`src/rtl/prog_load_mem_pkg.sv`:
```
// ============================================================================
// Module      : prog_load_mem_pkg
// Description : Shared types and constants for the program-loading word memory.
// Revision    : 1.0 - initial release
// ============================================================================
`default_nettype none

package prog_load_mem_pkg;

  localparam int          DEPTH_DEFAULT  = 256;
  localparam int          DATA_W_DEFAULT = 16;
  localparam logic [15:0] FILL_WORD      = 16'h0000;

  typedef enum logic [1:0] {
    LD_LOAD_HI = 2'd0,
    LD_LOAD_LO = 2'd1,
    LD_FILL    = 2'd2,
    LD_RUN     = 2'd3
  } ldmem_state_t;

  function automatic logic [15:0] pack_word(input logic [7:0] hi, input logic [7:0] lo);
    return {hi, lo};
  endfunction

endpackage

`default_nettype wire

```
`src/rtl/prog_load_mem_word_ram.sv`:
```
// ============================================================================
// Module      : word_ram
// Description : DEPTH x DATA_W RAM, one write port and one registered read
//               port (read-first), no reset on contents or read register.
// Revision    : 1.0 - initial release
// ============================================================================
`default_nettype none

module word_ram #(
  parameter int DEPTH  = 256,
  parameter int DATA_W = 16,
  parameter int AW     = 8
) (
  input  logic              clk,
  input  logic              we,
  input  logic [AW-1:0]     waddr,
  input  logic [DATA_W-1:0] wdata,
  input  logic [AW-1:0]     raddr,
  output logic [DATA_W-1:0] rdata
);

  logic [DATA_W-1:0] mem [DEPTH];

  always_ff @(posedge clk) begin
    if (we) begin
      mem[waddr] <= wdata;
    end
    rdata <= mem[raddr];
  end

endmodule

`default_nettype wire

```
`src/rtl/prog_load_mem.sv`:
```
// ============================================================================
// Module      : prog_load_mem
// Description : Loads a byte-stream program into word RAM while holding the
//               CPU in reset, then serves CPU reads/writes (1-cycle latency).
//               Optional macro MEM_ZERO_FILL_EN: zero unloaded words first.
// Revision    : 1.0 - initial release
// ============================================================================
`default_nettype none

module prog_load_mem
  import prog_load_mem_pkg::*;
#(
  parameter int DEPTH  = DEPTH_DEFAULT,
  parameter int DATA_W = DATA_W_DEFAULT
) (
  input  logic        clk,
  input  logic        rst,
  input  logic        ld_valid,
  input  logic [7:0]  ld_data,
  input  logic        ld_last,
  output logic        ld_ready,
  output logic        load_done,
  output logic        load_err,
  output logic        cpu_rst,
  input  logic [15:0] cpu_addr,
  input  logic        cpu_we,
  input  logic [15:0] cpu_wdata,
  output logic [15:0] cpu_rdata
);

  localparam int AW = (DEPTH > 1) ? $clog2(DEPTH) : 1;
  localparam int PW = $clog2(DEPTH + 1);

  localparam logic [1:0] LOAD_HI = LD_LOAD_HI;
  localparam logic [1:0] LOAD_LO = LD_LOAD_LO;
`ifdef MEM_ZERO_FILL_EN
  localparam logic [1:0] FILL    = LD_FILL;
`endif
  localparam logic [1:0] RUN     = LD_RUN;

  localparam logic [PW-1:0] WPTR_MAX = PW'(DEPTH);

  logic [1:0]        state, state_nxt;
  logic [PW-1:0]     wptr, wptr_nxt, wptr_inc;
  logic [7:0]        hi_byte;
  logic              r_load_done, r_load_err, r_cpu_rst, r_rd_en;
  logic              w_fire, w_full, w_in_range, w_run;
  logic              ld_we, fill_we, cpu_wr, end_of_load;
  logic [DATA_W-1:0] ld_word;
  logic              ram_we;
  logic [AW-1:0]     ram_waddr;
  logic [DATA_W-1:0] ram_wdata, ram_rdata;

  assign w_run      = (state == RUN);
  assign ld_ready   = rst && ((state == LOAD_HI) || (state == LOAD_LO));
  assign w_fire     = ld_valid && ld_ready;
  assign w_full     = (wptr == WPTR_MAX);
  assign wptr_inc   = w_full ? wptr : wptr + PW'(1);
  assign w_in_range = ({16'd0, cpu_addr} < 32'(DEPTH));

  always_comb begin
    state_nxt   = state;
    ld_we       = 1'b0;
    ld_word     = pack_word(ld_data, 8'h00);
    end_of_load = 1'b0;
    fill_we     = 1'b0;
    case (state)
      LOAD_HI: begin
        if (w_fire) begin
          if (ld_last) begin
            ld_we       = 1'b1;
            end_of_load = 1'b1;
          end else begin
            state_nxt = LOAD_LO;
          end
        end
      end
      LOAD_LO: begin
        if (w_fire) begin
          ld_we   = 1'b1;
          ld_word = pack_word(hi_byte, ld_data);
          if (ld_last) begin
            end_of_load = 1'b1;
          end else begin
            state_nxt = LOAD_HI;
          end
        end
      end
`ifdef MEM_ZERO_FILL_EN
      FILL: begin
        fill_we = 1'b1;
        if (wptr_inc == WPTR_MAX) begin
          state_nxt = RUN;
        end
      end
`endif
      default: state_nxt = RUN;
    endcase
    // An overflowed load has nothing left to fill, so it skips FILL entirely.
    if (end_of_load) begin
`ifdef MEM_ZERO_FILL_EN
      state_nxt = (wptr_inc == WPTR_MAX) ? RUN : FILL;
`else
      state_nxt = RUN;
`endif
    end
  end

  always_comb begin
    wptr_nxt = wptr;
    if ((ld_we || fill_we) && !w_full) begin
      wptr_nxt = wptr_inc;
    end
  end

  // Loader, fill and CPU writes are mutually exclusive by state.
  assign cpu_wr    = w_run && cpu_we && w_in_range;
  assign ram_we    = (ld_we && !w_full) || fill_we || cpu_wr;
  assign ram_waddr = w_run ? cpu_addr[AW-1:0] : wptr[AW-1:0];
  assign ram_wdata = w_run ? cpu_wdata : (fill_we ? FILL_WORD : ld_word);

  always_ff @(posedge clk or negedge rst) begin
    if (!rst) begin
      state       <= LOAD_HI;
      wptr        <= '0;
      hi_byte     <= 8'h00;
      r_load_done <= 1'b0;
      r_load_err  <= 1'b0;
      r_cpu_rst   <= 1'b1;
      r_rd_en     <= 1'b0;
    end else begin
      state       <= state_nxt;
      wptr        <= wptr_nxt;
      if (w_fire && (state == LOAD_HI)) begin
        hi_byte <= ld_data;
      end
      r_load_done <= r_load_done || (state_nxt == RUN);
      r_load_err  <= r_load_err || (ld_we && w_full);
      r_cpu_rst   <= !w_run;
      r_rd_en     <= w_run && w_in_range;
    end
  end

  word_ram #(
    .DEPTH  (DEPTH),
    .DATA_W (DATA_W),
    .AW     (AW)
  ) u_ram (
    .clk   (clk),
    .we    (ram_we),
    .waddr (ram_waddr),
    .wdata (ram_wdata),
    .raddr (cpu_addr[AW-1:0]),
    .rdata (ram_rdata)
  );

  assign load_done = r_load_done;
  assign load_err  = r_load_err;
  assign cpu_rst   = r_cpu_rst;
  assign cpu_rdata = r_rd_en ? ram_rdata : 16'h0000;

endmodule

`default_nettype wire

```
`config.mk`:
```
export PLATFORM = sky130hd
export DESIGN_NAME = prog_load_mem
export DESIGN_NICKNAME = d
export VERILOG_FILES = /design/src/rtl/prog_load_mem_pkg.sv /design/src/rtl/prog_load_mem_word_ram.sv /design/src/rtl/prog_load_mem.sv
export SDC_FILE = /design/constraint.sdc
export NUM_CORES = 2
export LEC_CHECK = 0
export BUFFER_PORTS_ARGS = -buffer_cell sky130_fd_sc_hd__buf_4
export CORE_AREA = 8 8 544 546
export CTS_CLUSTER_DIAMETER = 150
export DETAILED_ROUTE_END_ITERATION = 6
export DIE_AREA = 0 0 552 554
export GPL_TIMING_DRIVEN = 0
export HOLD_SLACK_MARGIN = 0.03
export PLACE_DENSITY = 0.71
export SLEW_MARGIN = 20
export SYNTH_ARGS = -nofsm -noshare
export SYNTH_HDL_FRONTEND = slang
export SYNTH_SLANG_ARGS = --single-unit
```
`constraint.sdc`:
```
create_clock -name clk -period 30.3 [get_ports clk]
set_input_delay 7.575 -clock clk [delete_from_list [all_inputs] [get_ports clk]]
set_output_delay 7.575 -clock clk [all_outputs]
set_load 0.01 [all_outputs]
```
== Yosys cells after proc, flatten, opt, wreduce, memory -nomap -nowiden ==
Memory sizes are Yosys's and may differ from the RTL's. A register that Yosys moved wholly into a read port is not among the register bits.
Index checks and enable logic that the tools add are counted.

* Register bits after elaboration: 23
* Latch bits: 0
* RAM bits: 4096
* Memory bits (read-only): 0
* Bits of input ports: 45
* Output and inout bits: 20
* Memories kept: 1

{| class="wikitable"
|+ Memory list
! name !! depth !! bits a word !! read ports !! clocked after memory_dff !! write ports !! RTL line !! text
|-
| u_ram.mem || 256 || 16 || 1 || 1 || 1 || prog_load_mem_word_ram.sv:22 || <nowiki>logic [DATA_W-1:0] mem [DEPTH];</nowiki>
|}

* $add $sub $neg: 1
* $mul: 0
* Divide/modulo/power cells: 0
* $lt $le $gt $ge: 1
* Equal/unequal tests: 4
* Shift operators: 0
* Muxes and demuxes: 18
* Bitwise gates (word level): 1
* Reduce and logical (&&, ||, !) cells: 17

{| class="wikitable"
|+ Operators by type and width
! cell !! count
|-
| $mux W16 || 4
|-
| $lt A16 B9 Y1 const B || 1
|-
| $mux W2 || 5
|-
| $add A9 B1 Y9 const B || 1
|-
| $eq A9 B9 Y1 const B || 1
|-
| $logic_and A1 B1 Y1 || 8
|-
| $mux W8 || 1
|-
| $mux W1 || 6
|-
| $eq A2 B2 Y1 const B || 2
|-
| $logic_or A1 B1 Y1 || 4
|-
| $pmux W2 S2 || 1
|-
| $eq A2 B1 Y1 const B || 1
|-
| $logic_not A1 Y1 || 2
|-
| $logic_not A2 Y1 || 1
|-
| $pmux W1 S2 || 1
|-
| $reduce_and A2 Y1 || 1
|-
| $reduce_or A2 Y1 || 1
|-
| $not A1 Y1 || 1
|}

== Logic depth before layout (Yosys ltp) ==
* Word-level depth: 10
* Mapped depth: 12
* Depth with buffers taken out: 7

== By module ==
A second synthesis with hierarchy kept.

* Cells, all modules: 7524
* Area, all modules: 160176.1 um^2

{| class="wikitable"
|+ Modules (own cells, without submodules)
! module !! instances !! cells each !! area an instance (um^2)
|-
| word_ram || 1 || 7360 || 158714.7
|-
| prog_load_mem || 1 || 164 || 1461.4
|}

== Worst setup path after synthesis ==
Ideal clock, no wire load.

* Kind: in2reg
* Start point: input port ld_valid
* End point: memory u_ram.mem[0][13], data pin
* Setup time: 1.731 ns
* Data arrival time: 16.010 ns
* Slack: 12.559 ns
* Cell stages on the path: 5
* Path buffers: 1
* Cells stage by stage: nand3_1 nor2_1 clkbuf_1 nand2_1 a31oi_1

* Cells in the longest elaborated chain, start to end: 4

{| class="wikitable"
|+ RTL lines
! what !! RTL line !! text
|-
| start, declared || prog_load_mem.sv:18 || <nowiki>input logic ld_valid,</nowiki>
|-
| $logic_and A1 B1 Y1 || prog_load_mem.sv:56 || <nowiki>assign w_fire = ld_valid && ld_ready;</nowiki>
|-
| $mux W16 || prog_load_mem.sv:79 || <nowiki>if (w_fire) begin</nowiki>
|-
| $mux W16 || prog_load_mem.sv:67 || <nowiki>case (state)</nowiki>
|-
| $mux W16 || prog_load_mem.sv:120 || <nowiki>assign ram_wdata = w_run ? cpu_wdata : (fill_we ? FILL_WORD : ld_word);</nowiki>
|-
| named net ram_wdata[13] || prog_load_mem.sv:52 || <nowiki>logic [DATA_W-1:0] ram_wdata, ram_rdata;</nowiki>
|-
| end, declared || prog_load_mem_word_ram.sv:22 ||
|}

The timed path passes the listed nets, and every way through them passes these cells.

== Worst setup path in the final report ==
* Start point: input port rst
* End point: output port ld_ready

* Cells in the longest elaborated chain, start to end: 1

{| class="wikitable"
|+ RTL lines
! what !! RTL line !! text
|-
| start, declared || prog_load_mem.sv:17 || <nowiki>input logic rst,</nowiki>
|-
| $logic_and A1 B1 Y1 || prog_load_mem.sv:55 || <nowiki>assign ld_ready = rst && ((state == LOAD_HI) || (state == LOAD_LO));</nowiki>
|-
| end, declared || prog_load_mem.sv:21 || <nowiki>output logic ld_ready,</nowiki>
|}

Every way passes these cells.

==> reports/metrics.cfg <==
[run_status]
outcome=complete, no violations

[global_route]
grt.overflow.total=0
grt_pass1_wl_mm=650
antenna_found_initial=24
grt_start_max_net_pins=69
grt_usage_pct=30.4
first_global_vias=82700

[synth]
synth_fa_ha_area_share_pct=0.0156
yosysTopAreaCell=edfxtp_1
synth_xor_area_share_pct=0.0438
synthesis.area_um2=160000
synth-seq-cells=4135
synth_cell_types=54
synthMuxAreaShare_pct=15.4
ys_async_sr_fraction_pct=0.556
synth.area.top_cells=edfxtp_1, mux4_2, mux2i_1
synth-edff-count=4096
syn_inst=7495
synth-simple-area-share_pct=1.84
synth_top_family_by_area=multiplexers
synth.avg_cell_area_um2=21.3
yosys.area.top_type_share_pct=76.9
synth_compound_area_share_pct=3.58
yosysSeqAreaShare_pct=77.5
ys_warn_count=0
synth_top_flop_cell=edfxtp_1
syn-num-nets=7542

[cts]
cts_root_buffer=clkbuf_16
cts_tree=built
clock_path_buffers=4
cts_resized=0
hold_buffers=0
insertion_delay_ns=1.01
cts_setup_buffers=0
cts_num_sinks=4135
path_clk_slew_ns=0.07
cts_made_buffers=406
htreeDepth=5

[floorplanning]
fp-row-count=197
fp.coreArea_um2=287000
pin_count=65
initial_core_util_pct=55.7
dieArea_um2=306000
die_w_um=552
die_h_um=554

[place]
portBuffers=59
placed_cells=11700
dpl.hpwl_mm=328
place_congestion=0.992

[timing]
fin_crit_ns=15.86
setup_viol=0
hold_violations=0
fmax_ghz=0.0631
maxSlewHeadroom_pct=8.85
worst_slew_pin_slew_ns=1.36
finalSetupTns_ns=0
finalCritPeriodShare_pct=52.3
fin_skew_ns=0.0934
rsz0062_at_grt=false
final_max_slew_viol_count=0

[critical_path]
critical_path_peak_fanout=28
arrival_ns=8.28
regToRegSetupSlack_ns=24.78
path_class=input pin to primary output
cp.required_ns=22.73
r2r_cells=10
cp-end-kind=primary output
r2r-end=u_ram.mem[163][10]
cp-start-kind=input pin
rr_startpoint=state[1]

[hold_path]
worstHoldStart=load_done
hold_path_class=register to register
whs_endpoint=load_done
hold_path_depth=1

[drt]
vias=85200
wl_mm=477
drt_iter0_markers=13800
drc=0
drt_pass1_iterations=6
drtAntennaViolNets=0
wl_per_cell_um=38.4
vias_per_cell=6.85

[finish]
final_cell_mix=edfxtp_1, mux4_2, mux2i_1, clkbuf_16, o221ai_1
ff_latch_area_um2=124000
final_common_cell=edfxtp_1
final_nets=8347
utilization_pct=64.6
post_route_cells_drive_above_1_share_pct=27.9
multi_input_area_um2=34400
area_growth_syn_to_layout_pct=15.9
nFillCells=18400
final_cell_count_no_fill=12400

[pwr]
cellLeakagePower_nw=59.2
p_per_area_nw_per_um2=64.7
ir_worst_vdd_v=0.0000616

[flow_run]
maxCapViolCount=0

-- power by group --
part	internal, W	switching (W)	total, W
sequential	0.00630	0.00000581	0.00631
combinational	0.000241	0.000472	0.000713
clock	0.00278	0.00220	0.00498
total	0.00932	0.00268	0.0120
-- registers in the layout, summed over array words and instances (netlist names) --
signal       count
cpu_rst          1
hi_byte          8
load_done        1
load_err         1
r_rd_en          1
state            2
u_ram.mem     4096
u_ram.rdata     16
wptr             9
-- critical path: stages --
cell     delay (ns)
buf_4          0.38
nor2b_1        0.19
buf_4          0.13
-- cells in the mapped netlist (32+ instances only) --
cell type	n
buf_1	41
buf_2	88
buf_6	58
a221oi_1	32
nor2_1	290
mux2i_1	612
o221ai_1	292
mux4_2	782
clkbuf_1	219
a21oi_1	159
mux2_2	73
a22o_1	40
nand2_1	82
nor3_1	129
edfxtp_1	4096
o22ai_1	134
nor4_1	48
o31ai_1	49
buf_4	38
-- kinds of logic (layout without fill, tap and decap cells) --
group | Yosys count | count (layout)
muxes | 1467 | 1467
adders and majority gates | 2 | 2
xor gates and xnor gates | 8 | 8
buffers and inverters | 468 | 1615
DFF | 4135 | 4135
other | 0 | 10
AOI/OAI and AO/OA | 769 | 769
and+or+nand+nor | 646 | 646
-- layout make-up --
cell class,instances,share of cell area (%)
Inverter,6,0.0122
Sequential cell,4135,66.8
Timing Repair Buffer,397,3.46
Multi-Input combinational cell,2892,18.6
Tap cell,3781,2.55
Antenna cell,10,0.0135
Buffer,462,1.47
Clock inverter,261,1.35
Clock buffer,489,5.71
-- stage by stage --
step | power [W] | setup slack [ns] | hold slack [ns] | cell area (um^2)
finish | 0.0120 | 14.44 | 0.487 | 185000
detailed placement | 0.00712 | 14.43 | 0.455 | 172000
global route | 0.0122 | 14.39 | 0.497 | 185000
floorplan | 0.00682 | 12.56 | 0.445 | 160000
CTS | 0.0120 | 14.43 | 0.484 | 185000
global placement | 0.00714 | 0.369 | 0.459 | 165000
-- layer usage --
metal  share of wire (%)  GRT usage [%]
met1                  35           39.4
met4                 7.4           18.0
met2                  46           46.9
met5               0.012              0
met3                  12           7.84
-- worst max path at each step --
stage / slack, ns / startpoint / endpoint
finish: 14.44 / rst / ld_ready
global route: 14.39 / rst / ld_ready
CTS: 14.43 / rst / ld_ready
detailed placement: 14.43 / rst / ld_ready
global placement: 0.37 / rst / u_ram.mem[204][8]
floorplan: 12.56 / ld_valid / u_ram.mem[0][13]
Note: power is estimated with default switching activity, not from simulation.
